### src/rtl/md_pkg.sv
`default_nettype none
// ============================================================================
// Module      : md_pkg
// Description : Shared state encoding, start code and helpers for the
//               iterative multiply/divide unit.
// Revision    : 1.0 - initial release
// ============================================================================
package md_pkg;

    typedef logic [1:0] md_state_t;

    localparam md_state_t c_st_idle = 2'd0;
    localparam md_state_t c_st_run  = 2'd1;
    localparam md_state_t c_st_fix  = 2'd2;
    localparam md_state_t c_st_done = 2'd3;

    localparam logic [1:0] MD_START = 2'b01;
    localparam int         MD_ITER  = 32;

    // Magnitude of a two's-complement word; 0x80000000 maps to itself,
    // which is the correct unsigned magnitude.
    function automatic logic [31:0] abs32(input logic [31:0] v);
        return v[31] ? -v : v;
    endfunction

endpackage
`default_nettype wire

### src/rtl/md_negate64.sv
`default_nettype none
// ============================================================================
// Module      : md_negate64
// Description : Conditional two's-complement negate used when signs are
//               applied to multiply and divide results.
// Revision    : 1.0 - initial release
// ============================================================================
module md_negate64 #(
    parameter int WIDTH = 64
) (
    input  logic             i_neg,
    input  logic [WIDTH-1:0] i_din,
    output logic [WIDTH-1:0] o_dout
);

    assign o_dout = i_neg ? -i_din : i_din;

endmodule
`default_nettype wire

### src/rtl/mult_div_unit.sv
`default_nettype none
// ============================================================================
// Module      : mult_div_unit
// Description : Iterative signed multiply (shift-add) and restoring divide,
//               one bit per cycle, with results held in HI/LO.
// Revision    : 1.0 - initial release
// ============================================================================
module mult_div_unit
    import md_pkg::*;
#(
    parameter int WIDTH = 32
) (
    input  logic             clck,
    input  logic             reset,
    input  logic [1:0]       MulCtrl,
    input  logic [1:0]       DivCtrl,
    input  logic [WIDTH-1:0] A,
    input  logic [WIDTH-1:0] B,
    output logic [WIDTH-1:0] Hi,
    output logic [WIDTH-1:0] Lo,
    output logic             busy,
    output logic             done,
    output logic             DivZero
);

    localparam int c_cnt_w = $clog2(MD_ITER);

    md_state_t          r_state;
    logic [c_cnt_w-1:0] r_cnt;
    logic               r_is_div;
    logic               r_sign_q;
    logic               r_sign_r;
    logic [2*WIDTH-1:0] r_acc;
    logic [WIDTH-1:0]   r_opd;
    logic [WIDTH-1:0]   r_hi;
    logic [WIDTH-1:0]   r_lo;
    logic               r_div_zero;

    logic               w_mul_go;
    logic               w_div_go;
    logic [WIDTH-1:0]   w_abs_a;
    logic [WIDTH-1:0]   w_abs_b;
    logic [WIDTH:0]     w_mul_sum;
    logic [2*WIDTH-1:0] w_mul_next;
    logic [WIDTH:0]     w_div_rem_ext;
    logic [WIDTH:0]     w_div_diff;
    logic               w_div_ge;
    logic [WIDTH-1:0]   w_div_rem_new;
    logic [2*WIDTH-1:0] w_div_next;
    logic [2*WIDTH-1:0] w_neg_main_in;
    logic [2*WIDTH-1:0] w_neg_main;
    logic [WIDTH-1:0]   w_neg_rem;

    // Multiply takes priority when both start codes arrive together.
    assign w_mul_go = (MulCtrl == MD_START);
    assign w_div_go = (DivCtrl == MD_START) && !w_mul_go;
    assign w_abs_a  = abs32(A);
    assign w_abs_b  = abs32(B);

    // Multiply: acc = {partial product, remaining multiplier bits}.
    assign w_mul_sum  = {1'b0, r_acc[2*WIDTH-1:WIDTH]}
                      + (r_acc[0] ? {1'b0, r_opd} : {(WIDTH+1){1'b0}});
    assign w_mul_next = {w_mul_sum, r_acc[WIDTH-1:1]};

    // Divide: acc = {remainder, dividend bits shifting into quotient}.
    assign w_div_rem_ext = {r_acc[2*WIDTH-1:WIDTH], r_acc[WIDTH-1]};
    assign w_div_diff    = w_div_rem_ext - {1'b0, r_opd};
    assign w_div_ge      = !w_div_diff[WIDTH];
    assign w_div_rem_new = w_div_ge ? w_div_diff[WIDTH-1:0] : w_div_rem_ext[WIDTH-1:0];
    assign w_div_next    = {w_div_rem_new, r_acc[WIDTH-2:0], w_div_ge};

    assign w_neg_main_in = r_is_div ? {{WIDTH{1'b0}}, r_acc[WIDTH-1:0]} : r_acc;

    md_negate64 #(
        .WIDTH (2*WIDTH)
    ) u_neg_main (
        .i_neg  (r_sign_q),
        .i_din  (w_neg_main_in),
        .o_dout (w_neg_main)
    );

    md_negate64 #(
        .WIDTH (WIDTH)
    ) u_neg_rem (
        .i_neg  (r_sign_r),
        .i_din  (r_acc[2*WIDTH-1:WIDTH]),
        .o_dout (w_neg_rem)
    );

    always_ff @(posedge clck or posedge reset) begin
        if (reset) begin
            r_state    <= c_st_idle;
            r_cnt      <= '0;
            r_is_div   <= 1'b0;
            r_sign_q   <= 1'b0;
            r_sign_r   <= 1'b0;
            r_acc      <= '0;
            r_opd      <= '0;
            r_hi       <= '0;
            r_lo       <= '0;
            r_div_zero <= 1'b0;
        end else begin
            case (r_state)
                c_st_idle: begin
                    if (w_mul_go || w_div_go) begin
                        r_div_zero <= 1'b0;
                        if (w_div_go && (B == '0)) begin
                            r_div_zero <= 1'b1;
                            r_state    <= c_st_done;
                        end else begin
                            r_is_div <= w_div_go;
                            r_sign_q <= A[WIDTH-1] ^ B[WIDTH-1];
                            r_sign_r <= A[WIDTH-1];
                            r_opd    <= w_div_go ? w_abs_b : w_abs_a;
                            r_acc    <= {{WIDTH{1'b0}}, (w_div_go ? w_abs_a : w_abs_b)};
                            r_cnt    <= c_cnt_w'(MD_ITER - 1);
                            r_state  <= c_st_run;
                        end
                    end
                end
                c_st_run: begin
                    r_acc <= r_is_div ? w_div_next : w_mul_next;
                    if (r_cnt == '0) begin
                        r_state <= c_st_fix;
                    end else begin
                        r_cnt <= r_cnt - 1'b1;
                    end
                end
                c_st_fix: begin
                    if (r_is_div) begin
                        r_lo <= w_neg_main[WIDTH-1:0];
                        r_hi <= w_neg_rem;
                    end else begin
                        r_lo <= w_neg_main[WIDTH-1:0];
                        r_hi <= w_neg_main[2*WIDTH-1:WIDTH];
                    end
                    r_state <= c_st_done;
                end
                c_st_done: begin
                    r_state <= c_st_idle;
                end
                default: begin
                    r_state <= c_st_idle;
                end
            endcase
        end
    end

    assign Hi      = r_hi;
    assign Lo      = r_lo;
    assign busy    = (r_state == c_st_run) || (r_state == c_st_fix);
    assign done    = (r_state == c_st_done);
    assign DivZero = r_div_zero;

endmodule
`default_nettype wire

### config.mk
export PLATFORM = sky130hd
export DESIGN_NAME = mult_div_unit
export DESIGN_NICKNAME = d
export VERILOG_FILES = /design/src/rtl/md_pkg.sv /design/src/rtl/md_negate64.sv /design/src/rtl/mult_div_unit.sv
export SDC_FILE = /design/constraint.sdc
export NUM_CORES = 1
export LEC_CHECK = 0
export CORE_ASPECT_RATIO = 1.4
export CORE_MARGIN = 2
export CORE_UTILIZATION = 40
export CTS_BUF_LIST = sky130_fd_sc_hd__clkbuf_2
export DETAILED_ROUTE_END_ITERATION = 12
export PLACE_DENSITY = 0.7
export SYNTH_ARGS = -nofsm -noshare
export SYNTH_HDL_FRONTEND = slang
export SYNTH_SLANG_ARGS = --single-unit
export TNS_END_PERCENT = 5
### constraint.sdc
create_clock -name clck -period 8.4 [get_ports clck]
set_input_delay 1.68 -clock clck [delete_from_list [all_inputs] [get_ports clck]]
set_output_delay 1.68 -clock clck [all_outputs]
set_load 0.02 [all_outputs]
* After elaboration in Yosys (flattened, before gate mapping)
Cells that the tools add are included.
** Word-level totals
- Bits of input ports :: 70
- Register bits after elaboration :: 171
- Logic and storage cells :: 66
- Output and inout bits :: 67
** Cells by class
- Reductions and logical operators :: 15
- Eq/ne operators :: 9
- Add/sub/neg operators :: 7
- Multiplexer cells :: 23
- Bitwise gates (word level) :: 2
** Operator list (number)
- 64-bit 2-to-1 mux :: 5
- 32-bit 2-to-1 mux :: 8
- 64-bit one-hot mux with 2 select lines :: 1
- 32-bit negator :: 3
- 64-bit negator :: 1
- 32-bit by 32-bit adder with 33-bit output :: 1
- 33-bit by 32-bit subtractor with 33-bit output :: 1
- 32-bit zero test :: 1
- 5-bit 2-to-1 mux :: 3
- 5-bit one-hot mux with 2 select lines :: 1
- 2-bit != test (second input constant) :: 4
- 2-bit one-hot mux with 4 select lines :: 1
- 2-bit by 1-bit == test with 1-bit output (second input constant) :: 3
- 2-bit 2-to-1 mux :: 3
- 3-bit AND reduction :: 2
- 5-bit zero test :: 1
- 5-bit by 1-bit subtractor with 5-bit output (second input constant) :: 1
- 2-bit == test (second input constant) :: 2
- 2-bit AND reduction :: 2
- 4-bit AND reduction :: 1
- 1-bit logical AND :: 2
- 1-bit zero test :: 2
- 2-bit zero test :: 1
- 1-bit logical OR :: 2
- 4 further kinds :: 4

* Logic depth before layout (Yosys ltp)
- Word-level depth :: 7
- Gate-level depth with buffers :: 15
- Mapped depth without buffers :: 14

* Hierarchy
Synthesis repeated with hierarchy kept, for this count alone.
** Unflattened totals
- Cells, all modules :: 1903
- Area, all modules :: 15643.8 um^2
** By module, submodules not included
- mult_div_unit :: instances 1, area each 13422.9 um^2, cells each 1597, sequential area each 4279.1 um^2
- md_negate64 (u_neg_main) :: instances 1, area each 1453.9 um^2, cells each 198, sequential area each 0.0 um^2
- md_negate64 (u_neg_rem) :: instances 1, area each 767.0 um^2, cells each 108, sequential area each 0.0 um^2

* Least setup slack after synthesis
No wires, ideal clock.
- Path type :: input to register
- Start :: input B[21]
- End :: register r_acc[34]
- Required time :: 8.268 ns
- Stages :: 11
- Arrival time :: 3.829 ns
- Setup time :: 0.132 ns
- Path buffers :: 2
- Path slack :: 4.438 ns
- Cell sequence :: or4_4 -> or3_4 -> nor4_4 -> nand2_2 -> o21ai_1 -> a21oi_2 -> and2_1 -> buf_6 -> buf_6 -> a22oi_1 -> o21ai_1
** Between the ends
- Longest elaborated chain between the ends :: 4
** RTL lines
- from (decl) :: RTL line mult_div_unit.sv:18 : input logic [WIDTH-1:0] B,
- 32-bit zero test :: RTL line mult_div_unit.sv:107 : if (w_div_go && (B == '0)) begin
- 1-bit logical AND :: RTL line mult_div_unit.sv:107
- 2-bit != test (no source line)
- 3-bit AND reduction (no source line)
- to (signal assigned) :: RTL line mult_div_unit.sv:115 : r_acc <= {{WIDTH{1'b0}}, (w_div_go ? w_abs_a : w_abs_b)};
- to (signal assigned) :: RTL line mult_div_unit.sv:122 : r_acc <= r_is_div ? w_div_next : w_mul_next;
- to (decl) :: RTL line mult_div_unit.sv:33 : logic [2*WIDTH-1:0] r_acc;
No other way between the ends.
A chain may end at the register's enable or synchronous reset.

* Worst setup path in the final report
- Start :: input B[3]
- End :: register r_acc[34]
The elaborated chain is that of the path after synthesis.

==> reports/results.md <==
Outcome
* result of the run: finished clean

Floorplan
* Die Wd: 166 um
* die area: 38300 um^2
* core box area: 36500 um^2
* die boundary height: 231 um
* Site Rows: 83
* starting utilization of the core area: 0.403
* io pins: 137

Yosys
* fraction of the yosys area taken by sequential cells: 0.291
* fraction of registers with async set or reset after synthesis: 1.00
* Post-synth EDFFs: 0
* Mean Syn Cell Area: 8.20 um^2
* Netlist Area Pre-Place: 14700 um^2
* most used flip-flop cell after synthesis: sky130_fd_sc_hd__dfrtp_1
* FF+latch count, synth: 171
* Synth Warn #: 0
* synthesized netlist net count: 1938
* Distinct cells, synth: 89
* Mapped Cells: 1792

Setup path
* worst reg2reg setup slack: 3470 ps
* startpoint kind of the worst setup timing path: input pin
* Worst Path Required: 9160 ps
* Critical Path, Cell by Cell: clkdlybuf4s50_1, nor4_1, nand3b_1, nor4_1, nand2_2, o21ai_4, buf_4, a21boi_4, buf_4, a22oi_1, o21ai_1
* category of the most critical setup path: in2reg
* data arrival time of the critical path: 6030 ps
* number of buffers and inverters on the critical path: 3
* Crit Reg-Reg Endpoint: r_acc[63]
* origin of the critical flop-to-flop path: r_acc[0]
* slowest stage cell on the critical path: sky130_fd_sc_hd__a21boi_4
* Largest delay share family, worst path: simple AND/OR/NAND/NOR gates
* cell depth of the worst flop-to-flop path: 13
* stage delay of the slowest cell on the critical path: 620 ps
* endpoint class of the critical path: register
* worst-path maximum fanout: 74

Clock network
* number of buffers created by CTS: 17
* clock latency at the later pin of the worst-skew pair: 850 ps
* clock root buffer: sky130_fd_sc_hd__clkbuf_2
* hold buffers post-CTS: 0
* Clock Pin Slew Worst Setup and Hold Paths: 310 ps
* TritonCTS clock tree: yes
* Max Buffers Root-to-Sink: 2
* TritonCTS sink count: 171
* H-tree depth: 4
* number of buffers added for setup after CTS: 0
* post_cts resized: 0

Detailed routing
* DR vias: 13.7k
* Post-Route WL: 46800 um
* DRC violation count after routing: 0
* Via-to-Cell Ratio: 5.89
* number of iterations in the first detailed-routing pass: 5
* WL per Instance: 20.1 um
* Detailed Route Iter0 Violations: 1161
* final antenna-violating net count: 0

Job
* maxcap violations: 0

Timing
* transition time at the pin with the least slew margin: 1240 ps
* RSZ-0062 raised after global routing: false
* fin worst setup slack: 3130 ps
* Slew Limit Headroom: 0.173
* final hold violations: 0
* Period minus WS final: 5270 ps
* Max Fclk: 0.190 GHz
* Tcrit/Tclk final: 0.628
* worst clock skew: 53.7 ps
* Total Negative Setup Slacks: 0 ps
* count of final max-slew check failures: 0
* Final setup viols: 0

Cells and area
* number of inserted filler cells in the final layout: 3595
* Area Overhead vs Synth: 12.9%
* fin nets: 2000
* Register Area: 4280 um^2
* multi-input logic area: 9770 um^2
* fraction of layout cells with a size suffix above 1: 0.0820

Placement
* port bufs: 136
* dpl ws: 2440 ps
* GPL Wtd Cong: 1.02
* HPWL after DPL: 36200 um

GRT
* sum of overflow across all layers after global routing: 0
* most crowded layer after global routing: met2
* met2 layer usage reported by global route: 0.416
* met3 usage: 0.0261
* combined global-route utilization of all metal layers: 0.239
* initial antenna violation count: 2
* largest net degree at the start of global routing: 101
* number of global-route vias before repair: 13.2k
* GR Layer Usage met1: 0.281
* first-pass GRT wire length: 72700 um

Min path
* Cells on Worst Hold Path: 1
* worst min-delay path class: reg2reg
* source of the worst hold timing path: r_cnt[0]
* Hold Path Sink: r_cnt[0]

Pwr
* Total Power Consumption: 6.64 mW
* standby leakage power: 6.89 nW
* Power Dens Cells: 400 nW/um^2
* worst voltage drop across the vdd grid: 0.000205 V

power by group:
group	switching [mW]	leakage (nW)	internal, mW	total (mW)
logic	2.65	4.68	1.84	4.48
registers	0.446	2.05	1.19	1.64
clock network	0.339	0.162	0.176	0.515
total	3.43	6.89	3.20	6.64
through the flow:
stage / area [um^2] / std cells / utilization / hold WS [ps]
after floorplan: 14700 / 1792 / - / 450
after global placement: 16300 / 2302 / 0.448 / 465
after detailed placement: 16300 / 2302 / 0.448 / 472
after CTS: 16600 / 2333 / 0.455 / 514
after global routing: 16600 / 2335 / 0.455 / 551
final: 16600 / 2335 / 0.455 / 518
cell type report:
type,count,area share
Tap cell,467,0.0352
Sequential cell,171,0.258
Antenna cell,2,0.000301
Inverter,62,0.0143
Clock buffer,18,0.00543
Clock inverter,13,0.0112
Timing Repair Buffer,147,0.0870
Multi-Input combinational cell,1455,0.589
cell usage after synthesis, types with 13 or more instances:
library cell	count	area share
sky130_fd_sc_hd__a211oi_1	21	0.011
sky130_fd_sc_hd__a21o_1	32	0.016
sky130_fd_sc_hd__a21oi_1	191	0.065
sky130_fd_sc_hd__a31oi_1	16	0.0068
sky130_fd_sc_hd__clkbuf_1	79	0.020
sky130_fd_sc_hd__dfrtp_1	171	0.29
sky130_fd_sc_hd__ha_1	74	0.063
sky130_fd_sc_hd__inv_1	62	0.016
sky130_fd_sc_hd__mux2_2	50	0.038
sky130_fd_sc_hd__mux2i_1	41	0.028
sky130_fd_sc_hd__nand2_1	140	0.036
sky130_fd_sc_hd__nand2b_1	22	0.0094
sky130_fd_sc_hd__nand3_1	13	0.0044
sky130_fd_sc_hd__nor2_1	219	0.056
sky130_fd_sc_hd__nor2b_1	14	0.0060
sky130_fd_sc_hd__nor3_1	21	0.0072
sky130_fd_sc_hd__nor4_1	16	0.0068
sky130_fd_sc_hd__o21ai_0	114	0.039
sky130_fd_sc_hd__o21ai_1	32	0.011
sky130_fd_sc_hd__o31ai_1	36	0.018
sky130_fd_sc_hd__or3_1	17	0.0072
sky130_fd_sc_hd__or4_1	13	0.0066
sky130_fd_sc_hd__xnor2_1	82	0.049
sky130_fd_sc_hd__xor2_1	92	0.055
cell families after synthesis:
kind of cell / count (synthesis) / synth area share
mux: 91 / 0.0662
simple gates: 543 / 0.179
flops: 171 / 0.291
buf+inv: 166 / 0.0469
xor+xnor: 174 / 0.104
fa+ha+maj: 76 / 0.0657
compound gates: 571 / 0.247
flip-flops by register name, summed over array words and instances (netlist names):
name	count
r_opd	32
r_cnt	5
r_acc	64
DivZero	1
r_sign_r	1
Hi	32
r_state	2
r_sign_q	1
r_is_div	1
Lo	32
worst register-to-register path, stage by stage, from the launching register on:
cell and delay, ps:
sky130_fd_sc_hd__dfrtp_1 630, sky130_fd_sc_hd__inv_1 300, sky130_fd_sc_hd__nor2_1 210, sky130_fd_sc_hd__ha_1 290
sky130_fd_sc_hd__nor2b_1 160, sky130_fd_sc_hd__o31ai_1 570, sky130_fd_sc_hd__a21oi_1 270, sky130_fd_sc_hd__a31oi_1 550
sky130_fd_sc_hd__o31ai_2 280, sky130_fd_sc_hd__a2111oi_0 1050, sky130_fd_sc_hd__o21ai_0 210, sky130_fd_sc_hd__nand2_1 120
sky130_fd_sc_hd__o2bb2ai_1 120, sky130_fd_sc_hd__a41oi_1 60
metal layers:
layer  routed length, um  part of all wire
met1               18600              0.40
met2               23000              0.49
met3                2050             0.044
met4                3150             0.067
met5                   0                 0
layout by cell type (no fill, tap or decap), types with 32 or more instances in the layout:
| cell | instances |
|---|---|
| sky130_fd_sc_hd__a21oi_1 | 191 |
| sky130_fd_sc_hd__clkdlybuf4s50_1 | 136 |
| sky130_fd_sc_hd__mux2_2 | 50 |
| sky130_fd_sc_hd__a21o_1 | 32 |
| sky130_fd_sc_hd__xor2_1 | 92 |
| sky130_fd_sc_hd__dfrtp_1 | 170 |
| sky130_fd_sc_hd__o31ai_1 | 36 |
| sky130_fd_sc_hd__mux2i_1 | 41 |
| sky130_fd_sc_hd__xnor2_1 | 82 |
| sky130_fd_sc_hd__o21ai_0 | 114 |
| sky130_fd_sc_hd__ha_1 | 72 |
| sky130_fd_sc_hd__nand2_1 | 139 |
| sky130_fd_sc_hd__inv_1 | 61 |
| sky130_fd_sc_hd__nor2_1 | 219 |
how the worst max path moves through the flow:
stage	startpoint	to	slack [ps]	cells past startpoint
final	B[3]	r_acc[34]	3130	11
after global routing	B[3]	r_acc[34]	2870	11
after CTS	B[3]	r_acc[34]	3340	11
after detailed placement	B[3]	r_acc[34]	2440	11
after floorplan	reset	DivZero	2090	1
after global placement	B[3]	r_acc[50]	2530	11
(Power assumes the default switching activity.)
